### src/rtl/pipe_pkg.sv
// Shared IF/ID pipeline types: beat layout, buffer occupancy states and the default bubble encoding.
// Pure declarations; no logic, no latency, no backpressure.
package pipe_pkg;

    localparam int          IFID_INSTR_W = 32;
    localparam int          IFID_PC_W    = 32;
    localparam logic [31:0] NOP_DEFAULT  = 32'h0000_0000;

    typedef struct packed {
        logic [IFID_INSTR_W-1:0] instr;
        logic [IFID_PC_W-1:0]    pc;
        logic [IFID_PC_W-1:0]    pcplus4;
    } if_id_t;

    typedef enum logic [1:0] {
        EMPTY = 2'd0,
        FULL  = 2'd1,
        SKID  = 2'd2
    } ifid_st_e;

endpackage

### src/rtl/pipe_skid_buf.sv
// Main + skid register pair with occupancy FSM: 1-cycle latency, in order, flush empties both entries.
// Backpressure: SKID_EN=1 gives a flopped in_rdy_o (low only in SKID); SKID_EN=0 passes out_rdy_i through.
module pipe_skid_buf
    import pipe_pkg::*;
#(
    parameter type T       = logic,
    parameter bit  SKID_EN = 1'b1
) (
    input  logic clk,
    input  logic reset_n,
    input  logic flush_i,
    input  logic in_vld_i,
    output logic in_rdy_o,
    input  T     in_dat_i,
    output logic out_vld_o,
    input  logic out_rdy_i,
    output T     out_dat_o
);

    ifid_st_e state_q;
    T         main_q;
    T         skid_q;
    logic     rdy_q;
    logic     accept;
    logic     consume;

    // rdy_q resets low so nothing is accepted while reset is asserted
    assign in_rdy_o  = SKID_EN ? rdy_q : (rdy_q && (state_q == EMPTY || out_rdy_i));
    assign out_vld_o = (state_q != EMPTY);
    assign out_dat_o = main_q;
    assign accept    = in_vld_i && in_rdy_o && !flush_i;
    assign consume   = out_vld_o && out_rdy_i;

    always_ff @(posedge clk or negedge reset_n) begin
        if (!reset_n) begin
            state_q <= EMPTY;
            main_q  <= '0;
            skid_q  <= '0;
            rdy_q   <= 1'b0;
        end else if (flush_i) begin
            state_q <= EMPTY;
            rdy_q   <= 1'b1;
        end else begin
            rdy_q <= 1'b1;
            case (state_q)
                EMPTY: begin
                    if (accept) begin
                        main_q  <= in_dat_i;
                        state_q <= FULL;
                    end
                end
                FULL: begin
                    if (accept && consume) begin
                        main_q <= in_dat_i;
                    end else if (accept) begin
                        if (SKID_EN) begin
                            skid_q  <= in_dat_i;
                            state_q <= SKID;
                            rdy_q   <= 1'b0;
                        end
                    end else if (consume) begin
                        state_q <= EMPTY;
                    end
                end
                SKID: begin
                    if (consume) begin
                        main_q  <= skid_q;
                        state_q <= FULL;
                    end else begin
                        rdy_q <= 1'b0;
                    end
                end
                default: state_q <= EMPTY;
            endcase
        end
    end

endmodule

### src/rtl/if_id_stage_buf.sv
// IF/ID boundary buffer: fetch beat visible to decode one cycle after acceptance; flush kills all entries.
// Backpressure: stall_i or !out_ready holds the head; optional skid keeps in_ready a flop.
module if_id_stage_buf
    import pipe_pkg::*;
#(
    parameter int                 INSTR_W   = 32,
    parameter int                 PC_W      = 32,
    parameter bit                 SKID_EN   = 1'b1,
    parameter logic [INSTR_W-1:0] NOP_INSTR = INSTR_W'(NOP_DEFAULT),
    parameter int                 CNT_W     = 16
) (
    input  logic               clk,
    input  logic               reset_n,
    input  logic               stall_i,
    input  logic               flush_i,
    input  logic               in_valid,
    output logic               in_ready,
    input  logic [INSTR_W-1:0] instr_f,
    input  logic [PC_W-1:0]    pc_f,
    input  logic [PC_W-1:0]    pcplus4_f,
    output logic               out_valid,
    input  logic               out_ready,
    output logic [INSTR_W-1:0] instr_d,
    output logic [PC_W-1:0]    pc_d,
    output logic [PC_W-1:0]    pcplus4_d,
    output logic [CNT_W-1:0]   stall_cnt_o
);

    typedef struct packed {
        logic [INSTR_W-1:0] instr;
        logic [PC_W-1:0]    pc;
        logic [PC_W-1:0]    pcplus4;
    } beat_t;

    beat_t            in_dat;
    beat_t            head;
    logic [CNT_W-1:0] cnt_q;
    logic [CNT_W-1:0] cnt_d;

    assign in_dat = '{instr: instr_f, pc: pc_f, pcplus4: pcplus4_f};

    pipe_skid_buf #(
        .T       (beat_t),
        .SKID_EN (SKID_EN)
    ) u_buf (
        .clk       (clk),
        .reset_n   (reset_n),
        .flush_i   (flush_i),
        .in_vld_i  (in_valid),
        .in_rdy_o  (in_ready),
        .in_dat_i  (in_dat),
        .out_vld_o (out_valid),
        .out_rdy_i (out_ready && !stall_i),
        .out_dat_o (head)
    );

    // Internal data of an empty stage is stale; decode always sees a clean bubble.
    assign instr_d   = out_valid ? head.instr   : NOP_INSTR;
    assign pc_d      = out_valid ? head.pc      : '0;
    assign pcplus4_d = out_valid ? head.pcplus4 : '0;

    always_comb begin
        cnt_d = cnt_q;
        if (out_valid && (stall_i || !out_ready) && (cnt_q != '1)) begin
            cnt_d = cnt_q + 1'b1;
        end
    end

    always_ff @(posedge clk or negedge reset_n) begin
        if (!reset_n) begin
            cnt_q <= '0;
        end else begin
            cnt_q <= cnt_d;
        end
    end

    assign stall_cnt_o = cnt_q;

endmodule

### config.mk
export PLATFORM = sky130hd
export DESIGN_NAME = if_id_stage_buf
export DESIGN_NICKNAME = d
export VERILOG_FILES = /design/src/rtl/pipe_pkg.sv /design/src/rtl/pipe_skid_buf.sv /design/src/rtl/if_id_stage_buf.sv
export SDC_FILE = /design/constraint.sdc
export NUM_CORES = 1
export LEC_CHECK = 0
export CORE_ASPECT_RATIO = 1.5
export CORE_MARGIN = 2
export CORE_UTILIZATION = 50
export CTS_BUF_LIST = sky130_fd_sc_hd__clkbuf_4 sky130_fd_sc_hd__clkbuf_8 sky130_fd_sc_hd__clkbuf_16
export DETAILED_ROUTE_END_ITERATION = 6
export PLACE_DENSITY = 0.84
export SYNTH_ARGS = -nofsm -noshare
export SYNTH_HDL_FRONTEND = slang
export SYNTH_SLANG_ARGS = --single-unit
export TNS_END_PERCENT = 10
### constraint.sdc
create_clock -name clk -period 3.35 [get_ports clk]
set_clock_uncertainty 0.05 [all_clocks]
set_input_delay 0.67 -clock clk [delete_from_list [all_inputs] [get_ports clk]]
set_output_delay 0.67 -clock clk [all_outputs]
set_load 0.005 [all_outputs]
======== Word level (Yosys, flattened, before mapping) ========
Cells that the tools add are included.
word-level totals
  register bits after elaboration ......... 211
  input port bits ......................... 102
cells by class
  add/subtract/negate cells ............... 1
  equal/unequal tests ..................... 10
  muxes and demuxes ....................... 19
  bitwise gates (word level) .............. 2
  reductions and logical operators ........ 17
operator list
  kind                                                                    count
  96-bit 2-to-1 mux                                                       3
  96-bit case mux with 3 select lines                                     1
  32-bit 2-to-1 mux                                                       3
  16-bit by 1-bit adder with 16-bit output (second input constant)        1
  16-bit != test (second input constant)                                  1
  2-bit 2-to-1 mux                                                        6
  4-bit AND reduction                                                     2
  1-bit logical AND                                                       7
  2-bit by 1-bit != test with 1-bit output (second input constant)        3
  3-bit by 2-bit != test with 1-bit output (second input constant)        2
  2-bit case mux with 3 select lines                                      1
  5-bit AND reduction                                                     1
  1-bit 2-to-1 mux                                                        4
  4-bit by 2-bit != test with 1-bit output (second input constant)        1
  1-bit logical NOT                                                       3
  3-bit != test (second input constant)                                   1
  3-bit nonzero test                                                      1
  2-bit by 1-bit equality test with 1-bit output (second input constant)  1
  2-bit equality test (second input constant)                             1
  2-bit logical NOT                                                       1
  1-bit NOT                                                               2
  1-bit case mux with 2 select lines                                      1
  2-bit nonzero test                                                      1
  1-bit logical OR                                                        1

======== Depth between registers and ports, before layout ========
  depth in word-level cells ............... 8
  depth in mapped cells ................... 8

======== Modules after synthesis ========
Synthesis repeated with hierarchy kept, for this count alone.
second synthesis, totals
  cell total of the unflattened synthesis .. 729
  area total of the unflattened synthesis .. 10010.9 um^2
by module, submodules not included
  module           instances  cells an instance  area an instance (um^2)
  pipe_skid_buf    1          546                8523.2
  if_id_stage_buf  1          183                1487.7

======== Worst setup path after synthesis ========
OpenSTA, ideal clock, no wires.
  path kind ............................... flip-flop to output port
  from .................................... register u_buf.state_q[0]
  to ...................................... output pcplus4_d[11]
  data arrival time ....................... 1711 ps
  data required time ...................... 2630 ps
  slack ................................... 919 ps
  stages on the path, launching flop included .. 7
  buffers on the path ..................... 3
  cell sequence ........................... dfrtp_1 -> inv_1 -> ha_1 -> clkbuf_1 -> clkbuf_1 -> clkbuf_1 -> nor2b_1
on the way
  word-level cells in the longest chain between the ends .. 2
RTL lines
  what                    line                   source
  from (decl)             pipe_skid_buf.sv:20    ifid_st_e state_q;
  from (signal assigned)  pipe_skid_buf.sv:36    state_q <= EMPTY;
  from (signal assigned)  pipe_skid_buf.sv:41    state_q <= EMPTY;
  from (signal assigned)  pipe_skid_buf.sv:49    state_q <= FULL;
  2-bit nonzero test      pipe_skid_buf.sv:29    assign out_vld_o = (state_q != EMPTY);
  32-bit 2-to-1 mux       if_id_stage_buf.sv:60  assign pcplus4_d = out_valid ? head.pcplus4 : '0;
  to (decl)               if_id_stage_buf.sv:25  output logic [PC_W-1:0] pcplus4_d,
Every way passes these cells.

======== Worst setup path in the final report ========
  from .................................... register u_buf.state_q[0]
  to ...................................... output pcplus4_d[24]
Same word-level chain as after synthesis.

==> qor.txt <==
Final-layout fill cell count - 1451
Worst setup path start - u_buf.state_q[0]
Drc violations - 0
FF-to-FF Start - u_buf.state_q[1]
First-pass GRT wire length - 35300 um
Post-route clock period utilization - 93.5%
Die width - 120 um
Critical path type - flip-flop to output port
Vias per cell - 5.26
Xor and xnor area share after synthesis - 1.29%
CTS buffer count - 21
Worst endpoint data arrival time - 2.41 ns
Adder-cell share of the synthesized area - 0.739%
Pre-antenna DRT Iters - 4
GP Congestion - 0.799
Slowest cell on crit path - clkdlybuf4s50_1
Final hold slack - 0.192 ns
Count of final setup violators - 0
Nets - 1042
Detailed placer's ending HPWL - 14900 um
Port bufs - 215
CTS clk-pin slew, worst paths - 0.06 ns
Most common cell after layout, fill and taps aside - mux2_2
DIE AREA - 0.0215 mm2
Mean post-synth cell area - 14.1 um2
# rows - 63
CTS Root Cell - clkbuf_16
Core Area - 0.0199 mm2
Area growth, synth to finish - 31.3%
Simple-gate share of the synthesized area - 9.00%
Initial antenna violation count - 4
Final ANT Viol Nets - 0
Crit. End Element - output port
Synthesized area - 0.0102 mm2
Hold Vio Cnt, Final - 0
Share of cells above drive strength 1 - 37.8%
Slew Limit Fails - 0
Dominant synthesized flop cell - dfrtp_1
Fin Setup TNS - 0 ns
Post-Syn Nets - 831
Overflow after GRT - 0
Maximum clock frequency - 319 MHz
EDFF count, synth - 0
Synth unique cells - 37
Routed len/inst - 18.3 um
Yosys warns - 0
Asr flop ratio synth - 100%
GRT Util Overall - 20.5%
Worst Path Required - 2.63 ns
Commonest cells after routing, fill and taps aside - 250 x mux2_2, 214 x clkdlybuf4s50_1, 211 x dfrtp_1
Max Root-Sink Buffers - 3
Compound-Gate Fraction of Synth Area - 0.529%
1st-iter DRT viols - 297
Clock latency on the worst-skew pair - 0.49 ns
Pleak - 5.58 nW
Routed via count - 6368
PD cells - 801 mW/mm2
Peak VDD IR - 0.587 mV
Syn Inst Count - 723
Die Span Y - 179 um
Cells resized by post-CTS repair - 0
RSZ-0062 raised after global routing - no
H-tree lvl count - 1
Ports - 216
Relative slew slack - 49.1%
Largest net degree at the start of global routing - 93
# Max-Cap Violations - 0
Reg area - 0.00528 mm2
Worst-path cell chain - inv_1, ha_4, buf_12, nor2b_1, clkdlybuf4s50_1
CTS tree - built
Total routed wirelength - 22100 um
Crit-path max FO - 42
Clock sink count - 211
Vias in the first global route - 6833
Combinational family with the most area after synthesis - multiplexers
Outcome - finished clean
Final total power - 10.7 mW
Initial core utilization - 51.2%
Mux cell area share after synthesis - 33.9%
Least-Margin Pin Slew - 0.763 ns
Largest stage delay on the critical path - 0.47 ns
#FFs+latches synth - 211
Worst min-delay path class - input pin to asynchronous set/reset pin
Fin crit period - 3.13 ns
Post-synthesis sequential area ratio - 52.0%
Area of the multi-input gates - 0.00466 mm2
Startpoint types - flip-flop
[kinds of logic (layout without fill, tap and decap cells)]
| logic type | after synthesis | count (layout) |
|---|---|---|
| other | 0 | 4 |
| DFF | 211 | 211 |
| adders and majority gates | 6 | 6 |
| AOI/OAI and AO/OA | 7 | 7 |
| xor gates and xnor gates | 15 | 15 |
| and+or+nand+nor | 146 | 146 |
| muxes | 292 | 292 |
| buffers and inverters | 46 | 269 |
[metrics by stage]
stage          instance area, um2  utilization, %  worst slack [ns]  std cells
2_1_floorplan               10200               -             0.919        723
3_3_place_gp                12600            63.5             0.566       1170
3_5_place_dp                12600            63.5             0.508       1170
4_1_cts                     13300            67.1             0.168       1206
5_1_grt                     13300            67.2            0.0994       1209
6_report                    13300            67.2             0.217       1210
[cell type report]
type | instances | area share, %
antenna | 4 | 0.0750
clock buffer | 27 | 4.42
clock inverter | 8 | 0.731
inverter | 3 | 0.0844
multi-input combinational | 466 | 34.9
sequential | 211 | 39.6
tap | 260 | 2.44
timing repair buffer | 231 | 17.8
[synth_stat cells, types with 3 or more instances]
cell type,n,share of area (%)
nand3_1,9,0.44
nor2_1,5,0.18
nand4_1,6,0.37
dfrtp_1,211,52
buf_6,10,1.1
mux2_4,41,6.1
ha_1,6,0.74
and3_1,4,0.25
buf_2,14,0.69
nand2_1,9,0.33
mux2_2,250,28
xnor2_1,14,1.2
nor2b_1,97,6.0
inv_1,3,0.11
clkbuf_1,19,0.70
[power by group]
group	internal (mW)	switching, mW
logic	2.59	1.33
clock network	1.39	0.969
registers	3.76	0.645
total	7.75	2.94
[sequential cells by signal, indices dropped and copies added (netlist names)]
signal           count
u_buf.out_dat_o     96
u_buf.in_rdy_o       1
u_buf.skid_q        96
u_buf.state_q        2
stall_cnt_o         16
[routing by layer]
metal	routed length, um	GRT usage, %	share of wire [%]	vias to the layer above
met5	7	0	0.032	-
li1	-	-	-	2955
met3	1180	3.64	5.3	53
met2	11500	36.8	52	174
met1	8490	24.2	38	3184
met4	869	8.28	3.9	2
[path summary, 6_finish.rpt]
check / to / slack, ns / cells past startpoint
setup / recovery: pcplus4_d[24] / 0.22 / 5
max in group asynchronous: u_buf.out_dat_o[75] / 2.25 / 2
hold reg to reg: u_buf.out_dat_o[94] / 0.45 / 1
min in group clk: u_buf.out_dat_o[94] / 0.45 / 1
setup reg to reg: u_buf.skid_q[57] / 0.72 / 8
hold / removal: u_buf.out_dat_o[81] / 0.19 / 1
[worst max-delay path, delay by kind of cell (launching register included)]
kind | cells | cell delay (ns)
simple gates | 1 | 0.08
flops | 1 | 0.41
fa+ha+maj | 1 | 0.46
buf+inv | 3 | 0.94
[repair_timing]
item,4_1_cts,5_1_grt
hold buffers,0,0
setup buffers,1,0
endpoints found under the setup margin,6,0
Note: power is estimated with default switching activity, not from simulation.
